$ cat config.mk
export PLATFORM = sky130hd
export DESIGN_NAME = video_wr_burst_ctrl
export DESIGN_NICKNAME = d
export VERILOG_FILES = /design/src/rtl/video_wr_burst_ctrl.sv
export SDC_FILE = /design/constraint.sdc
export NUM_CORES = 1
export LEC_CHECK = 0
export CAP_MARGIN = 20
export CORE_AREA = 2 2 237 239
export CTS_BUF_LIST = sky130_fd_sc_hd__clkbuf_8 sky130_fd_sc_hd__clkbuf_16
export CTS_CLUSTER_DIAMETER = 30
export CTS_CLUSTER_SIZE = 25
export DETAILED_ROUTE_END_ITERATION = 8
export DIE_AREA = 0 0 239 241
export DONT_BUFFER_PORTS = 1
export GPL_ROUTABILITY_DRIVEN = 0
export SETUP_SLACK_MARGIN = 0.2
export SLEW_MARGIN = 20
export SYNTH_ARGS = -nofsm -noshare
export SYNTH_HDL_FRONTEND = slang
export SYNTH_SLANG_ARGS = --single-unit
$ cat constraint.sdc
create_clock -name clk -period 3.69 [get_ports clk]
set_clock_uncertainty 0.1 [all_clocks]
set_input_delay 0.738 -clock clk [delete_from_list [all_inputs] [get_ports clk]]
set_output_delay 0.738 -clock clk [all_outputs]
set_load 0.01 [all_outputs]
$ cat src/rtl/video_wr_burst_ctrl.sv
`default_nettype none
// ============================================================================
// Module   : video_wr_burst_ctrl
// Purpose  : Turns 256-bit prefetch-FIFO words into fixed-length AXI INCR write
//            bursts over a ring of frame buffers. Option macro:
//            VIDEO_WR_BRESP_CHK_EN (sticky axi_err on non-OKAY bresp).
// Revision : 1.0 - initial release
// ============================================================================
module video_wr_burst_ctrl #(
  parameter logic [31:0] BASE_ADDR   = 32'h0000_0000,
  parameter logic [31:0] FRAME_BYTES = 32'h007E_9000,
  parameter int          FRAME_NUM   = 3,
  parameter int          BURST_LEN   = 16
) (
  input  logic         clk,
  input  logic         rst,
  input  logic         frame_start,
  input  logic [8:0]   fifo_rd_cnt,
  input  logic         fifo_rd_vld,
  input  logic [255:0] fifo_rd_data,
  output logic         fifo_rd_en,
  output logic [31:0]  awaddr,
  output logic [7:0]   awlen,
  output logic         awvalid,
  input  logic         awready,
  output logic [255:0] wdata,
  output logic [31:0]  wstrb,
  output logic         wlast,
  output logic         wvalid,
  input  logic         wready,
  input  logic [1:0]   bresp,
  input  logic         bvalid,
  output logic         bready,
  output logic [1:0]   wr_frame_idx,
  output logic [1:0]   done_frame_idx,
  output logic         frame_done,
  output logic         frame_drop,
  output logic         axi_err
);

  localparam logic [31:0] c_burst_bytes = 32'(BURST_LEN * 32);
  localparam logic [8:0]  c_burst_beats = 9'(BURST_LEN);
  localparam logic [8:0]  c_last_beat   = 9'(BURST_LEN - 1);
  localparam logic [1:0]  c_last_idx    = 2'(FRAME_NUM - 1);
  localparam logic [31:0] c_last_base   = BASE_ADDR + 32'(FRAME_NUM - 1) * FRAME_BYTES;

  typedef enum logic [2:0] {
    S_IDLE      = 3'd0,
    S_WAIT_DATA = 3'd1,
    S_ADDR      = 3'd2,
    S_DATA      = 3'd3,
    S_RESP      = 3'd4
  } state_e;

  state_e      state_q;
  logic [1:0]  wr_idx_q;
  logic [1:0]  done_idx_q;
  logic [31:0] frame_base_q;
  logic [31:0] offset_q;
  logic [8:0]  beat_cnt_q;
  logic [31:0] awaddr_q;
  logic        awvalid_q;
  logic        bready_q;
  logic        frame_done_q;
  logic        frame_drop_q;
  logic        pending_q;

  logic [1:0]  wr_idx_d;
  logic [31:0] frame_base_d;
  logic [31:0] offset_d;
  logic        beat_acc;
  logic        beat_last;
  logic        restart;

  // Running frame base avoids a multiplier on the address path.
  assign wr_idx_d     = (wr_idx_q == c_last_idx) ? 2'd0 : wr_idx_q + 2'd1;
  assign frame_base_d = (wr_idx_q == c_last_idx) ? BASE_ADDR : frame_base_q + FRAME_BYTES;
  assign offset_d     = offset_q + c_burst_bytes;
  assign restart      = pending_q | frame_start;

  assign wvalid     = (state_q == S_DATA) & fifo_rd_vld;
  assign wdata      = fifo_rd_data;
  assign wstrb      = '1;
  assign wlast      = (state_q == S_DATA) && (beat_cnt_q == c_last_beat);
  assign beat_acc   = wvalid & wready;
  assign beat_last  = beat_acc & wlast;
  assign fifo_rd_en = beat_acc;

  assign awaddr         = awaddr_q;
  assign awlen          = 8'(BURST_LEN - 1);
  assign awvalid        = awvalid_q;
  assign bready         = bready_q;
  assign wr_frame_idx   = wr_idx_q;
  assign done_frame_idx = done_idx_q;
  assign frame_done     = frame_done_q;
  assign frame_drop     = frame_drop_q;

  always_ff @(posedge clk) begin
    if (rst) begin
      state_q      <= S_IDLE;
      wr_idx_q     <= c_last_idx;
      done_idx_q   <= 2'd0;
      frame_base_q <= c_last_base;
      offset_q     <= 32'd0;
      beat_cnt_q   <= 9'd0;
      awaddr_q     <= 32'd0;
      awvalid_q    <= 1'b0;
      bready_q     <= 1'b0;
      frame_done_q <= 1'b0;
      frame_drop_q <= 1'b0;
      pending_q    <= 1'b0;
    end else begin
      frame_done_q <= 1'b0;
      frame_drop_q <= 1'b0;
      if (frame_start && (state_q != S_IDLE)) begin
        pending_q <= 1'b1;
      end
      case (state_q)
        S_IDLE: begin
          if (frame_start) begin
            wr_idx_q     <= wr_idx_d;
            frame_base_q <= frame_base_d;
            offset_q     <= 32'd0;
            state_q      <= S_WAIT_DATA;
          end
        end
        S_WAIT_DATA: begin
          if (fifo_rd_cnt >= c_burst_beats) begin
            awaddr_q  <= frame_base_q + offset_q;
            awvalid_q <= 1'b1;
            state_q   <= S_ADDR;
          end
        end
        S_ADDR: begin
          if (awready) begin
            awvalid_q  <= 1'b0;
            beat_cnt_q <= 9'd0;
            state_q    <= S_DATA;
          end
        end
        S_DATA: begin
          if (beat_acc) begin
            beat_cnt_q <= beat_cnt_q + 9'd1;
          end
          if (beat_last) begin
            bready_q <= 1'b1;
            state_q  <= S_RESP;
          end
        end
        S_RESP: begin
          if (bvalid) begin
            bready_q  <= 1'b0;
            pending_q <= 1'b0;
            if (offset_d == FRAME_BYTES) begin
              done_idx_q   <= wr_idx_q;
              frame_done_q <= 1'b1;
              if (restart) begin
                wr_idx_q     <= wr_idx_d;
                frame_base_q <= frame_base_d;
                offset_q     <= 32'd0;
                state_q      <= S_WAIT_DATA;
              end else begin
                offset_q <= offset_d;
                state_q  <= S_IDLE;
              end
            end else if (restart) begin
              // Early frame_start abandons the rest of this frame.
              frame_drop_q <= 1'b1;
              wr_idx_q     <= wr_idx_d;
              frame_base_q <= frame_base_d;
              offset_q     <= 32'd0;
              state_q      <= S_WAIT_DATA;
            end else begin
              offset_q <= offset_d;
              state_q  <= S_WAIT_DATA;
            end
          end
        end
        default: state_q <= S_IDLE;
      endcase
    end
  end

`ifdef VIDEO_WR_BRESP_CHK_EN
  logic axi_err_q;
  always_ff @(posedge clk) begin
    if (rst) begin
      axi_err_q <= 1'b0;
    end else if (bvalid && bready_q && (bresp != 2'b00)) begin
      axi_err_q <= 1'b1;
    end
  end
  assign axi_err = axi_err_q;
`else
  logic unused_bresp;
  assign unused_bresp = ^bresp;
  assign axi_err      = 1'b0;
`endif

endmodule
`default_nettype wire

==> results.md <==
* Status: complete, no violations
* Worst vdd ir at 0.197 mV
* CTS clock-pin slew for the worst setup and hold paths at about 0.07 ns
* Mapped Area at between 7000 and 8000 µm²
* Area leader, netlist: buf_4
* Final net count at about 1000
* Clk buf depth at 2
* Synth Flop Type: dfxtp_1
* Clock period minus worst slack at 2.95 ns
* Clk sinks at 87
* Leak at approximately 2.2 nW
* Global-route wire length before repair at about 29000 µm
* Met2 Use GR at 11.1%
* Vias in the first global route at between 4000 and 5000
* Most frequent cells in the layout: nand2_1 (87), dfxtp_1 (87), nor2_1 (79)
* DR pass1 iterations at 5
* Ant. Diodes at 0
* Setup-failing EPs final at 0
* Io pins at between 600 and 700
* Reg2reg end: frame_drop
* Layout cells sized above 1 at 4.51%
* Least-Margin Pin Slew at 0.849 ns
* WL/cell at between 10 and 15 µm
* Final setup TNS at 0 ns
* Total Wirelength at slightly above 20000 µm
* Die area at 57600 µm²
* Total power at between 2 and 3 mW
* Initial antenna violation count at 0
* Largest family of logic cells by synthesized area: buffers and inverters
* Worst-path fanout max at 9
* Worst hold slack at 0.365 ns
* Max cap viols at 0
* Synth Area in Compound Gates at 13.5%
* CP required at approximately 3.8 ns
* Yosys reg bits at 87
* Mux cell area share after synthesis at less than 1%
* Port Buf Inserts at 0
* Area delta synth->final at -13.4%
* Post-Synth XOR/XNOR Area at under 10%
* Initial Utilization at 13.7%
* Std-Cell Rows at 86
* Seq/Total Area, Yosys at between 20% and 30%
* Vias at ~5300
* DRC at 0
* R2R depth at 8
* Period utilization at 80.0%
* CTS resizes at 0
* Met1 Use GR at a little over 6%
* Number of synthesized flops with an enable pin at 0
* Ys async rst share at 0%
* Worst hold path class: in2reg
* Critical R2R Launch: offset_q[9]
* Count of different cell masters after synthesis at 66
* Rel. slew slack at about 43%
* Die Wd at 239 µm
* Pwr dens at roughly 430 nW/µm²
* Critical path arrival at around 3.1 ns
* Max Freq at 339 MHz
* Hold Path Origin: rst
* GR peak layer: met2
* Setup crit start: offset_q[9]
* Hold Buf Count CTS at 0
* Total grt overflow at 0
* Starting DRT DRC Count at about 360
* DP HPWL at between 15000 and 20000 µm
* Post-synthesis adder-cell area fraction at slightly below 4%
* Root Driver: clkbuf_16
* Yosys warns at 0
* Synth Instances at between 900 and 1000
* Largest net degree at the start of global routing at 64
* Post-synthesis simple-gate area fraction at 19.9%
* H-tree levels at 3
* RSZ-0062 raised after global routing: false
* Synth area leaders: buf_4 (31%), dfxtp_1 (23%), nand2_1 (4.4%), a21oi_1 (4.3%), nor2_1 (4.0%)
* CP endpoint: frame_drop
* R2R Setup Slk at roughly 0.74 ns
* CTS tree: yes
* Worst Setup Path Type: reg2reg
* Core area at between 50000 and 60000 µm²
* Final hold vios at 0
* Max Slew Vio Count at 0
* Crit start category: flop
* Detail Route Antenna Nets at 0
* Total CTS buffers at 9
* Worst skew pair latency at ~0.34 ns
* Share of the synthesized area in the top cell type at slightly above 30%
* Die H at about 240 µm
* Syn Area/Cell at approximately 7.6 µm²
* DR vias/cell at 3.73
* GR Util met3 at about 4.4%
* Crit path capture type: flop
* Post-CTS Setup Inserts at 0
* Tot GR Track Use at between 6 and 7%
* Filler cell count at around 6300
## cell families (layout without fill, tap and decap cells)
family                     Yosys count  after routing
buffers and inverters              356             36
xor gates and xnor gates            45             45
muxes                                6              6
and+or+nand+nor                    302            302
AOI/OAI and AO/OA                  161            161
other                                2             50
DFF                                 87             87
adders and majority gates           23             23
## worst min-delay path by stage
stage | to | slack, ns | cells after the start
final | awaddr[15] | 0.37 | 1
after global routing | awaddr[21] | 0.36 | 1
after CTS | awaddr[15] | 0.38 | 1
after detailed placement | beat_cnt_q[1] | 0.39 | 2
after global placement | beat_cnt_q[5] | 0.38 | 2
after floorplan | beat_cnt_q[1] | 0.36 | 2
## cells in the mapped netlist, types with 5 or more instances
cell,instances
xor2_1,18
nor2_1,79
ha_1,22
and4_1,7
nor3_1,22
clkbuf_1,28
buf_4,306
dfxtp_1,87
nand4_1,14
or4_1,5
nand2_1,87
or3_1,7
nand2b_1,6
and3_1,12
a311oi_1,9
inv_1,15
mux2i_1,5
nor4_1,12
a21oi_1,64
buf_2,5
nand3_1,25
o21ai_0,33
xnor2_1,27
o21ai_1,5
a31oi_1,8
nor2b_1,6
a211oi_1,5
a21o_1,5
## critical path, stage by stage, from the launching register on
cell,delay (ns)
dfxtp_1,0.45
ha_1,0.40
nand4_4,0.18
or4_4,0.61
or3_1,0.40
o211ai_2,0.12
a21oi_1,0.07
and4_1,0.19
nor4_1,0.31
## through the flow
step	utilization [%]	cells	instance area, µm²	setup slack [ns]
2_1_floorplan	-	1030	7680	1.08
3_3_place_gp	11.2	1398	6160	0.793
3_5_place_dp	11.2	1398	6160	0.762
4_1_cts	11.8	1414	6490	0.695
5_1_grt	11.8	1414	6490	0.551
6_report	11.8	1414	6490	0.737
## power breakdown
| part | switching (mW) | internal [mW] | total (mW) |
|---|---|---|---|
| Sequential | 0.148 | 1.03 | 1.18 |
| Clock | 0.384 | 0.630 | 1.01 |
| Combinational | 0.366 | 0.208 | 0.574 |
| Total | 0.898 | 1.87 | 2.77 |
## final cells by class
type	instances	area, µm²	share of cell area [%]
well taps	704	881	13.6
clock inverters	5	80.1	1.23
multi-input cells	587	3440	53.0
repair buffers	5	37.5	0.578
clock buffers	11	253	3.89
flip-flops and latches	87	1740	26.8
inverters	15	56.3	0.867
## sequential cells by signal (all words and copies together), names as in the netlist
signal	flops
bready	1
offset_q	23
frame_base_q	20
awaddr	23
beat_cnt_q	9
frame_done	1
wr_frame_idx	2
awvalid	1
pending_q	1
done_frame_idx	2
frame_drop	1
state_q	3
## layer usage
layer / wire length, µm / up-vias
li1: - / 2443
met1: 6510 / 2430
met2: 9810 / 301
met3: 2940 / 95
met4: 1030 / 2
met5: 39 / -
(Power assumes the default switching activity.)
